## src/rtl/keypad_emulator.sv

```systemverilog
// Purpose : 4x4 matrix-keypad responder; answers the scanner's column drive on filas
//           like a physical key (press, hold, release, idle gap).
// Latency : filas follows columnas with one register stage; a request enters the
//           contact phase on the cycle after it is accepted.
// Backpressure: key_ready is low from acceptance until the gap has elapsed and
//           whenever enable is low; requests offered while key_ready is low are
//           dropped, not queued.
//
// Ports:
//   clk          rising-edge clock
//   reset        asynchronous active-low reset
//   enable       block enable; low aborts any key activity at the next edge
//   key_valid    request strobe
//   key_code     [3:2] row, [1:0] column of the key to press
//   hold_cycles  cycles the contact stays solidly closed (0 behaves as 1)
//   key_ready    request can be accepted this cycle
//   columnas     column drive from the scanner (active-high)
//   filas        registered row sense back to the scanner (active-high)
//   pressed      contact phase in progress (bounce or hold)
//   key_done     single-cycle pulse in the last gap cycle
//
// Optional feature: define KEYPAD_BOUNCE_EN to add press/release contact-bounce
// phases driven by an 8-bit LFSR (taps 8,6,5,4, seeded 8'hA5 at reset).

module keypad_emulator #(
    parameter int unsigned GAP_CYCLES    = 4,
    parameter int unsigned BOUNCE_CYCLES = 8
) (
    input  logic        clk,
    input  logic        reset,
    input  logic        enable,
    input  logic        key_valid,
    input  logic [3:0]  key_code,
    input  logic [15:0] hold_cycles,
    output logic        key_ready,
    input  logic [3:0]  columnas,
    output logic [3:0]  filas,
    output logic        pressed,
    output logic        key_done
);

    // Parameter sanity: both phases need at least one cycle.
    if (GAP_CYCLES < 1) begin : g_gap_chk
        $error("keypad_emulator: GAP_CYCLES must be >= 1");
    end
    if (BOUNCE_CYCLES < 1) begin : g_bounce_chk
        $error("keypad_emulator: BOUNCE_CYCLES must be >= 1");
    end

    typedef enum logic [2:0] {
        S_IDLE           = 3'd0,
        S_PRESS_BOUNCE   = 3'd1,
        S_HOLD           = 3'd2,
        S_RELEASE_BOUNCE = 3'd3,
        S_GAP            = 3'd4
    } state_t;

    // Phase counters are loaded with (length - 1) and count down to zero,
    // so a 16-bit counter covers a 65535-cycle hold without wrapping.
    localparam logic [15:0] GAP_LAST    = 16'(GAP_CYCLES - 1);
`ifdef KEYPAD_BOUNCE_EN
    localparam logic [15:0] BOUNCE_LAST = 16'(BOUNCE_CYCLES - 1);
`endif

    state_t      state_q, state_d;
    logic [15:0] cnt_q, cnt_d;
    logic [3:0]  key_q;
    logic        contact;
    logic        accept;
    logic [15:0] hold_last_in;
    logic [3:0]  filas_d;

`ifdef KEYPAD_BOUNCE_EN
    logic [7:0]  lfsr_q;
    logic [15:0] hold_last_q;
    logic        in_bounce;
`endif

    assign key_ready    = enable && (state_q == S_IDLE);
    assign accept       = key_valid && key_ready;
    assign hold_last_in = (hold_cycles == 16'd0) ? 16'd0 : hold_cycles - 16'd1;
    assign pressed      = (state_q == S_PRESS_BOUNCE) || (state_q == S_HOLD) ||
                          (state_q == S_RELEASE_BOUNCE);

    // Next-state, counter, contact and done-pulse decode. contact and key_done
    // are only raised on the enable-high path, so dropping enable opens the
    // contact and suppresses the done pulse in the same cycle.
    always_comb begin
        state_d  = state_q;
        cnt_d    = cnt_q;
        contact  = 1'b0;
        key_done = 1'b0;
        if (!enable) begin
            state_d = S_IDLE;
            cnt_d   = '0;
        end else begin
            case (state_q)
                S_IDLE: begin
                    if (key_valid) begin
`ifdef KEYPAD_BOUNCE_EN
                        state_d = S_PRESS_BOUNCE;
                        cnt_d   = BOUNCE_LAST;
`else
                        state_d = S_HOLD;
                        cnt_d   = hold_last_in;
`endif
                    end
                end
`ifdef KEYPAD_BOUNCE_EN
                S_PRESS_BOUNCE: begin
                    contact = lfsr_q[0];
                    if (cnt_q == 16'd0) begin
                        state_d = S_HOLD;
                        cnt_d   = hold_last_q;
                    end else begin
                        cnt_d = cnt_q - 16'd1;
                    end
                end
                S_RELEASE_BOUNCE: begin
                    contact = lfsr_q[0];
                    if (cnt_q == 16'd0) begin
                        state_d = S_GAP;
                        cnt_d   = GAP_LAST;
                    end else begin
                        cnt_d = cnt_q - 16'd1;
                    end
                end
`endif
                S_HOLD: begin
                    contact = 1'b1;
                    if (cnt_q == 16'd0) begin
`ifdef KEYPAD_BOUNCE_EN
                        state_d = S_RELEASE_BOUNCE;
                        cnt_d   = BOUNCE_LAST;
`else
                        state_d = S_GAP;
                        cnt_d   = GAP_LAST;
`endif
                    end else begin
                        cnt_d = cnt_q - 16'd1;
                    end
                end
                S_GAP: begin
                    if (cnt_q == 16'd0) begin
                        key_done = 1'b1;
                        state_d  = S_IDLE;
                    end else begin
                        cnt_d = cnt_q - 16'd1;
                    end
                end
                default: begin
                    state_d = S_IDLE;
                    cnt_d   = '0;
                end
            endcase
        end
    end

    // Row sense: only the latched row can ever be driven, and only from the
    // latched column bit, so non-one-hot column patterns are harmless.
    always_comb begin
        filas_d = '0;
        for (int r = 0; r < 4; r++) begin
            filas_d[r] = (key_q[3:2] == 2'(r)) && contact && columnas[key_q[1:0]];
        end
    end

    always_ff @(posedge clk or negedge reset) begin
        if (!reset) begin
            state_q <= S_IDLE;
            cnt_q   <= '0;
            key_q   <= '0;
            filas   <= '0;
        end else begin
            state_q <= state_d;
            cnt_q   <= cnt_d;
            filas   <= filas_d;
            if (accept) begin
                key_q <= key_code;
            end
        end
    end

`ifdef KEYPAD_BOUNCE_EN
    assign in_bounce = (state_q == S_PRESS_BOUNCE) || (state_q == S_RELEASE_BOUNCE);

    // The LFSR only steps while bouncing, so the chatter pattern of each press
    // depends solely on how many bounce cycles have elapsed since reset.
    always_ff @(posedge clk or negedge reset) begin
        if (!reset) begin
            lfsr_q      <= 8'hA5;
            hold_last_q <= '0;
        end else begin
            if (in_bounce) begin
                lfsr_q <= {lfsr_q[6:0], lfsr_q[7] ^ lfsr_q[5] ^ lfsr_q[4] ^ lfsr_q[3]};
            end
            if (accept) begin
                hold_last_q <= hold_last_in;
            end
        end
    end
`endif

endmodule

```

## config.mk

```make
export PLATFORM = sky130hd
export DESIGN_NAME = keypad_emulator
export DESIGN_NICKNAME = d
export VERILOG_FILES = /design/src/rtl/keypad_emulator.sv
export SDC_FILE = /design/constraint.sdc
export NUM_CORES = 1
export LEC_CHECK = 0
export CORE_MARGIN = 5
export CORE_UTILIZATION = 50
export CTS_BUF_LIST = sky130_fd_sc_hd__clkbuf_8
export CTS_CLUSTER_DIAMETER = 50
export DETAILED_ROUTE_END_ITERATION = 6
export PLACE_DENSITY = 0.77
export SETUP_SLACK_MARGIN = 0.2
export SKIP_LAST_GASP = 1
export SYNTH_ARGS = -nofsm -noshare
export SYNTH_HDL_FRONTEND = slang
export SYNTH_SLANG_ARGS = --single-unit
```

## constraint.sdc

```tcl
create_clock -name clk -period 5.6 [get_ports clk]
set_input_delay 1.12 -clock clk [delete_from_list [all_inputs] [get_ports clk]]
set_output_delay 1.12 -clock clk [all_outputs]
set_load 0.02 [all_outputs]
```

# After elaboration in Yosys (flattened, before gate mapping)
# Index checks and enable logic that the tools add are counted.
# Widths: inputs -> output; s select.
# totals
latchBits	0
mem_count	0
rom_bits	0
register_bits	27
ram_bits	0
# classes
n_shift	0
addsub	2
div	0
n_eq_ne	11
magnitude_cmp	1
n_mul	0
mux	18
reduce_logical	18
bitwise	0
# ops
cell	count
$mux 16	5
$pmux 16 s3	1
$logic_not 16->1	2
$sub 16x1->16 const B	2
$mux 3	4
$logic_and 1x1->1	10
$ne 3x3->1 const B	3
$pmux 3 s3	1
$eq 3x2->1 const B	2
$mux 1	6
$eq 2x2->1 const B	2
$eq 3x1->1 const B	1
$eq 3x3->1 const B	1
$logic_not 3->1	1
$lt 2x3->1 const B	1
$ne 3x2->1 const B	1
$reduce_and 3->1	1
$bmux 1 s2	1
$eq 2x1->1 const B	1
$logic_not 2->1	1
$logic_or 1x1->1	2
$reduce_and 2->1	1

# Logic depth before layout (Yosys ltp)
# logic_depth
ltp_word	5
ltp_mapped	9

# Least setup slack after synthesis
# Ideal clock, no wire load.
# synth_path
path_type	input to output
startpoint	input enable
endpoint	output key_done
path_buffers	1
t_required_ps	4480
stages	3
t_arrival_ps	1600
path_slack_ps	2880
cell_sequence	buf_4 -> nand2_1 -> nor2_1
# synth_between
elab_chain_len	1
# synth_lines
element	line	rtl
start, declared	31	input logic enable,
$mux 1	93	if (!enable) begin
end, declared	39	output logic key_done
# No other way between the ends.

# Final worst setup path
# Ends and elaborated chain as after synthesis.

==> results.toml <==
[timing]
grt_setup_unrepaired = "false"
setup_tns_ps = 0
max_freq_ghz = 0.267
finalSetupViolCount = 0
period_share = 0.668
tightestPinTransition_ps = 942
slew-limit-headroom = 0.369
hold_violations = 0
fin_skew_ps = 1.80
layout_min_cycle_time_ps = 3740
final-max-slew-violation-count = 0

[synthesis]
synth_top_family_by_area = "simple AND/OR/NAND/NOR gates"
synthXorXnorAreaFrac = 0.0601
synthSimpleGateAreaFrac = 0.274
synth_cells = 208
synthAdderAreaFrac = 0.0198
syn-num-nets = 239
ys.flop_type = "dfrtp_1"
synth_edf_count = 0
synth-warning-count = 0
synth_mux_area_frac = 0.0416
syn-cell-area_um2 = 1890
syn_area_per_cell_um2 = 9.10
synth-async-reset-ratio = 1.00
synth_seq_cells = 26
yosysUniqueCellTypes = 56
synth-compound-area-share = 0.212
ys_seq_area_frac = 0.344

[worst_hold_path]
hp-class = "reg -> reg"

[flow_run]
cap_violations = 0

[power_and_ir_drop]
p_total_uw = 643
max-vdd-ir-drop_v = 0.000176
pwr_density_cell_nw_per_um2 = 278
leakagePower_nw = 0.908

[final_layout]
syn2layout_area_growth_pct = 22.2
layout_commonest_cell = "clkdlybuf4s50_1"
n_antenna_cell = 0
final_layout_size_suffix_gt1_frac = 0.131
final.fill_count = 325
layout_common_cells = "clkdlybuf4s50_1, dfrtp_1, nor2_1, o21ai_0, nand2_1"
nets = 269

[global_route]
grt_pass1_vias = 1550
grt_overflow = 0
grt_pass1_wl_mm = 7.25
grt_max_degree = 27
antenna_found_initial = 0
grt_usage = 0.174

[critical_path]
cp_data_required_time_ps = 4480
crit_arrival_ps = 2620
endpoint_kind = "output port"
cp_slowest_stage_delay_ps = 620
cp_slowest_cell = "clkdlybuf4s50_1"
critPathMostFrequentCell = "clkdlybuf4s50_1"
crit_chain = "clkdlybuf4s50_1 -> nand2_1 -> nor2_1 -> clkdlybuf4s50_1"
critPathKind = "in -> out"
critical_path.top_delay_family = "buffers and inverters"
critical_path.max_fanout = 9
critPathLaunchType = "primary input"
cp_num_buf_inv = 2

[cts]
clockRootBuffer = "clkbuf_8"
clkLatencyLatePin_ps = 270
cts_tree = "built"
numClockSinks = 26
ctsHtreeMaxLevel = 1
cts_resized = 0
postCtsSetupRepairBufs = 0
numCtsBuffers = 3
clk_path_buf_depth = 2
clk_pin_slew_worst_paths_ps = 100
hold_buffers = 0

[drt]
wl_per_cell_um = 15.5
wl_mm = 4.42
viasPerCell = 5.99
first_pass_iters = 4
vias = 1708
drt-initial-drc-count = 116
drc = 0
ant_nets = 0

[die]
die_h_um = 71.5
die-area_um2 = 5120
ioPinCount = 35
fp-row-count = 22
initial_core_util = 0.517
die_w_um = 71.5
core_um2 = 3660

[placed_design]
gp_congestion = 0.900
post-dp-hpwl_mm = 3.34
io_buffers = 34

[run_status]
outcome = "finished, final reports clean"
## final timing paths
path / slack [ps] / startpoint / cells past startpoint / end
min in group asynchronous: 1200 / reset / 2 / key_q[1]$_DFFE_PN0P_
worst min-delay path: 490 / key_q[3]$_DFFE_PN0P_ / 1 / filas[1]$_DFF_PN0_
worst max-delay path: 1860 / enable / 4 / key_done
worst min register to register: 490 / key_q[3]$_DFFE_PN0P_ / 1 / filas[1]$_DFF_PN0_
max in group asynchronous: 4140 / reset / 2 / cnt_q[13]$_DFFE_PN0P_
worst max register to register: 3120 / cnt_q[0]$_DFFE_PN0P_ / 8 / cnt_q[5]$_DFFE_PN0P_
## layer usage
metal | up-vias | global-route usage | part of all wire
met3 | 6 | 0.0126 | 0.047
met1 | 803 | 0.258 | 0.48
met4 | 0 | 0.0501 | 0.017
met5 | - | 0 | 0
li1 | 841 | - | -
met2 | 58 | 0.271 | 0.46
## Yosys cell counts (3+ instances only)
cell type	instances	share of area
o22ai_1	4	0.013
o21ai_0	18	0.048
nand2_1	13	0.026
or3_1	4	0.013
a21oi_1	7	0.019
xor2_1	5	0.023
dfrtp_1	26	0.34
and3_1	3	0.0099
o32ai_1	3	0.014
nor2_1	18	0.036
ha_1	3	0.020
nor3_1	11	0.029
o21ai_1	3	0.0079
or4_1	4	0.016
buf_2	5	0.013
a22o_1	7	0.032
nor4_1	8	0.026
inv_1	9	0.018
mux2_2	5	0.030
xnor2_1	8	0.037
## where the power goes
part	internal, mW	switching, mW	total, mW	leakage (nW)
sequential	0.215	0.0362	0.251	0.342
combinational	0.107	0.125	0.232	0.531
clock	0.0957	0.0640	0.160	0.0357
## cell families after synthesis
group                      count (synthesis)
muxes                                      6
xor gates and xnor gates                  13
adders and majority gates                  3
and+or+nand+nor                           83
AOI/OAI and AO/OA                         58
buffers and inverters                     19
DFF                                       26
## metrics by stage
step	hold WS, ps	instances	area (µm²)	setup slack (ps)	utilization
after global routing	520	285	2310	1800	0.632
final	489	285	2310	1860	0.632
after detailed placement	475	281	2240	1880	0.612
after global placement	476	281	2240	1890	0.612
after CTS	488	285	2310	1870	0.632
after floorplan	451	208	1890	2880	-
## sequential cells by signal, summed over array words and instances (netlist names)
name     flops
cnt_q       16
filas        4
key_q        4
state_q      2
## cell type report
cell class                      count  area (µm²)  share of cell area
Clock buffer                        3        41.3              0.0178
Clock inverter                      1        30.0              0.0130
Inverter                            9        33.8              0.0146
Multi-Input combinational cell    163        1150               0.497
Sequential cell                    26         651               0.281
Tap cell                           48        60.1              0.0260
Timing Repair Buffer               35         348               0.150
Power figures use the tool's default switching activity.
==> patch 1, RTL diff (same settings) <==
Register the inputs `key_valid` and `key_code` before use. The logic sees them one clock later. The other inputs are not delayed to match.
--- a/src/rtl/keypad_emulator.sv
+++ b/src/rtl/keypad_emulator.sv
@@ -41,2 +41,10 @@
 
+    logic key_valid_q;
+    logic [3:0] key_code_q;
+
+    always_ff @(posedge clk) begin
+        key_valid_q <= key_valid;
+        key_code_q  <= key_code;
+    end
+
     // Parameter sanity: both phases need at least one cycle.
@@ -79,3 +87,3 @@
     assign key_ready    = enable && (state_q == S_IDLE);
-    assign accept       = key_valid && key_ready;
+    assign accept       = key_valid_q && key_ready;
     assign hold_last_in = (hold_cycles == 16'd0) ? 16'd0 : hold_cycles - 16'd1;
@@ -98,3 +106,3 @@
                 S_IDLE: begin
-                    if (key_valid) begin
+                    if (key_valid_q) begin
 `ifdef KEYPAD_BOUNCE_EN
@@ -178,3 +186,3 @@
             if (accept) begin
-                key_q <= key_code;
+                key_q <= key_code_q;
             end
Behaviour: not the same (Yosys sat finds a counterexample within 4 cycles, from zero or initial values and one cycle with reset low).
==> patch 1 against the unedited design <==
  * First-iteration DRC count increased by 36%
  * Via count increased by 2.9%
  * Largest power group unchanged
  * Cell area increased by 2.9%
  * Sequential share of layout area increased by 3.4 points
  * Count of clock-buffer cells in the layout increased by 3
  * Combinational power decreased by 22%
  * Routed wire length increased by 12%
  * Register-to-register slack got worse by 0.67 ns
  * Worst setup slack got worse by 0.27 ns
  * Power increased by 6.9%
  * Synthesized area increased by 1.3%
  * Sequential cell count increased by 5
==> patch 1: results (changes against the unedited design) <==
[clock_tree]
cts.reportedPaths.clkPinSlew_ns = 0.06  ; was 0.10 ns
cts_made_buffers = 5  ; was 3
ctsHtreeMaxLevel = 2  ; was 1
clk_latency_ns = 0.29  ; was 0.27 ns

[synth]
synth.yosys.seq_area_share_pct = 39.16  ; was 34.37%
synth_nets = 243  ; was 239
synthArstFlopShare_pct = 83.87  ; was 100.0%
synth.top_cells.by_area = dfrtp_1, a22o_1, xor2_1, dfxtp_1, o21ai_0  ; was dfrtp_1, o21ai_0, xnor2_1, nor2_1, a22o_1

[critical_path]
worstPathArrival_ns = 2.88  ; was 2.62 ns
cpPeakStageDelay_ns = 0.64  ; was 0.62 ns
crit_fanout = 11  ; was 9
critPathTopFamily = simple AND/OR/NAND/NOR gates  ; was buffers and inverters
r2r_start = cnt_q[0]$_DFFE_PN0P_  ; unchanged
ff2ff_setup_slack_ns = 2.45  ; was 3.12 ns

[place]
place.gp.congestion = 0.8521  ; was 0.8999
pre_cts_slack_ns = 1.570  ; was 1.883 ns

[grt]
grt_first_pass_wirelength_um = 8314  ; was 7245 µm
grt_pass1_vias = 1755  ; was 1550

[pwr]
ir_drop_mv = 0.2039  ; was 0.1757 mV
power_leakage_nw = 0.9749  ; was 0.9079 nW

[detailed_routing]
viasPerCell = 6.062  ; was 5.993
drt_wl_total_um = 4933  ; was 4417 µm

[sta]
clock_skew_ns = 0.006256  ; was 0.001800 ns
max_freq_ghz = 0.2497  ; was 0.2675 GHz
worst_slew_pin_slew_ns = 1.107  ; was 0.9424 ns

[final_layout]
nNetsFinal = 272  ; was 269

[status]
status = complete, no violations  ; unchanged

[patch 1: metal layers]
metal  vias up  wire [µm]  track usage [%]
met5         -          0                0
met4         0         48            4.593
met2        56       2351            31.43
li1        852          -                -
met1       842       2183            27.61
met3         8        349            6.233
[patch 1: final cells by class]
class / instances / area [µm²]
flip-flops and latches: 31 / 750.7
fillers: 333 / 1309
repair buffers: 36 / 355.3
clock inverters: 2 / 35.03
well taps: 48 / 60.06
inverters: 10 / 37.54
clock buffers: 6 / 82.58
multi-input cells: 157 / 1059
[patch 1: report_power, final]
| part | switching [mW] | internal (mW) |
|---|---|---|
| Combinational | 0.102 | 0.0799 |
| Clock | 0.0866 | 0.144 |
| Sequential | 0.0266 | 0.249 |
| Total | 0.215 | 0.472 |
[patch 1: kinds of logic (layout without fill, tap and decap cells)]
kind of cell	count (synthesis)	after routing	synth area share (%)
XOR/XNOR	15	15	6.854
AO/OA/AOI/OAI	54	54	20.95
buffers and inverters	24	54	5.614
multiplexers	5	5	3.525
flip-flops	31	31	39.16
AND/OR/NAND/NOR	80	80	21.93
adder cells (fa/ha/maj)	3	3	1.958
[patch 1: metrics by stage]
| step | instances | util [%] | instance area, µm² | hold slack (ns) |
|---|---|---|---|---|
| 3_5_place_dp | 282 | 61.33 | 2262 | 0.4473 |
| 4_1_cts | 290 | 64.52 | 2380 | 0.4624 |
| 6_report | 290 | 64.52 | 2380 | 0.4592 |
| 5_1_grt | 290 | 64.52 | 2380 | 0.4780 |
| 3_3_place_gp | 282 | 61.33 | 2262 | 0.4408 |
| 2_1_floorplan | 212 | - | 1917 | 0.4389 |
[patch 1: worst register-to-register path: stages (launching register included)]
cell and delay [ns]:
dfrtp_1 0.39, inv_1 0.14, ha_1 0.23, nor3b_1 0.43, nand3_1 0.46, o311ai_2 0.87
o21ai_0 0.25, a22o_1 0.28
[patch 1: worst paths after layout]
check                                        end  cells after the start
max in group asynchronous   key_q[1]$_DFFE_PN0P_                      2
max                                     key_done                      6
min reg2reg                 key_q[0]$_DFFE_PN0P_                      1
min in group asynchronous   cnt_q[8]$_DFFE_PN0P_                      2
min                         key_q[0]$_DFFE_PN0P_                      1
max reg2reg                cnt_q[15]$_DFFE_PN0P_                      7
==> patch 2, RTL diff (config.mk and constraints unchanged) <==
Without the edit above. The option `KEYPAD_BOUNCE_EN` is turned on by a define.
--- a/src/rtl/keypad_emulator.sv
+++ b/src/rtl/keypad_emulator.sv
@@ -24,2 +24,4 @@
 
+`define KEYPAD_BOUNCE_EN
+
 module keypad_emulator #(
Function: changed (Yosys sat finds a counterexample within 4 cycles, from zero or initial values and one cycle with reset low).
==> patch 2 against the unedited design <==
  * Cell count is 39% higher
  * Routed wire length rose by 37%
  * Count of clock-buffer cells in the layout grew 2
  * Synthesized area up 52%
  * Global-route usage up 0.063 points
  * Cell area increased by 45%
  * Worst setup slack lost 0.54 ns
  * Sequential cell count grew 25
  * Power up 89%
  * First-iteration DRC count rose by 56%
  * Critical endpoint unchanged
==> patch 2: results (changes against the unedited design) <==
[synth]
synth-adder-area-share_pct = 0.8677  ; was 1.983%
syn_area_per_cell_um2 = 9.877  ; was 9.101 µm²
synth.top_cells.by_area = dfrtp_1, xnor2_1, nand2_1, mux2_2, dfstp_2  ; was dfrtp_1, o21ai_0, xnor2_1, nor2_1, a22o_1
synth-compound-area-share_pct = 18.52  ; was 21.22%
synth_xor_area_share_pct = 6.681  ; was 6.015%
synthTopCellsByCount = dfrtp_1, nand2_1, o21ai_0  ; was dfrtp_1, nor2_1, o21ai_0
synth.yosys.seq_area_share_pct = 44.43  ; was 34.37%
synth_nets = 322  ; was 239
yosysUniqueCellTypes = 57  ; was 56

[pwr]
power_leakage_nw = 1.312  ; was 0.9079 nW
ir_drop_mv = 0.1688  ; was 0.1757 mV

[grt]
grt_pass1_vias = 2215  ; was 1550
grt_first_pass_wirelength_um = 10490  ; was 7245 µm
grt_usage_pct = 17.46  ; was 17.40%

[critical_path]
r2r_cells = 7  ; was 8
crit_start = cnt_q[0]$_DFFE_PN0P_  ; was enable
worstPathArrival_ns = 3.16  ; was 2.62 ns

[sta]
relSlewSlack_pct = 23.86  ; was 36.88%

[place]
place_hpwl_um = 4435  ; was 3337 µm
place.gp.congestion = 0.8732  ; was 0.8999
dpl.cell_count = 388  ; was 281

[final_layout]
finalNonFillerCells = 396  ; was 285
top_regs = cnt_q x16, hold_last_q x16, lfsr_q x8  ; was cnt_q x16, filas x4, key_q x4
n_fill_cell = 476  ; was 325
nNetsFinal = 353  ; was 269
layout-drive-gt1-share_pct = 14.20  ; was 13.08%

[clock_tree]
cts_setup_buffers = 0  ; unchanged
ctsHtreeMaxLevel = 2  ; was 1
cts_made_buffers = 5  ; was 3
clk_latency_ns = 0.30  ; was 0.27 ns

[detailed_routing]
drt_wl_total_um = 6053  ; was 4417 µm
drtIter0Drc = 181  ; was 116
via_count = 2306  ; was 1708

[status]
status = complete, no violations  ; unchanged

==> patch 2: changes by cell type after synthesis, sizes merged, moves of 6 or more <==
cell   before  now
mux2        5   11
a22o        8    1
nor4       11    3
nand2      13   34
o21ai      22   32
a22oi       0    6
xnor2       8   17
dfrtp      26   47
==> patch 2: cells by family (layout without fill, tap and decap cells) <==
kind of cell,after synthesis,in the layout
buffers and inverters,22,54
multiplexers,15,15
flip-flops,51,51
adder cells (fa/ha/maj),2,2
AO/OA/AOI/OAI,76,76
XOR/XNOR,22,22
AND/OR/NAND/NOR,104,104
==> patch 2: per-layer routing <==
metal | global-route usage (%) | vias up | part of all wire, %
met3 | 2.017 | 8 | 4.3
met5 | 0 | - | 0
li1 | - | 1129 | -
met1 | 24.65 | 1110 | 47
met2 | 27.96 | 59 | 48
met4 | 5.612 | 0 | 1.0
==> patch 2: final cells by class <==
type / count / area, µm² / share of cell area [%]
clock buffers: 5 / 68.82 / 2.058
well taps: 72 / 90.09 / 2.695
inverters: 10 / 37.54 / 1.123
clock inverters: 3 / 16.27 / 0.4865
multi-input cells: 219 / 1499 / 44.84
repair buffers: 36 / 350.3 / 10.48
flip-flops and latches: 51 / 1281 / 38.32
==> patch 2: report_power, final <==
part           switching (mW)  leakage (nW)  internal, mW
logic                   0.239         0.621         0.208
registers              0.0863         0.645         0.478
clock network           0.119        0.0453        0.0857
total                   0.445          1.31         0.772
==> patch 2: worst max-delay path, stage by stage (launching register included) <==
cell and delay (ns):
dfrtp_1 0.42, inv_1 0.11, ha_1 0.19, nor3b_1 0.61
nand4_2 0.37, nor2_1 0.34, and3_1 0.21, clkdlybuf4s50_1 0.60
==> patch 2: path summary, 6_finish.rpt <==
path                       slack (ns)                endpoint
setup reg to reg                 2.31    cnt_q[0]$_DFFE_PN0P_
min in group asynchronous        0.91   cnt_q[14]$_DFFE_PN0P_
hold reg to reg                  0.49      filas[0]$_DFF_PN0_
max in group asynchronous        4.28  state_q[2]$_DFFE_PN0P_
setup / recovery                 1.32                key_done
hold / removal                   0.49      filas[0]$_DFF_PN0_
==> patch 2: per-stage QoR <==
stage                     setup WS [ns]  util (%)  area, µm²
after global routing              1.211     60.34       3343
after CTS                         1.358     60.34       3343
after global placement            1.566     58.81       3258
after detailed placement          1.553     58.81       3258
after floorplan                   2.687         -       2884
final                             1.324     60.34       3343
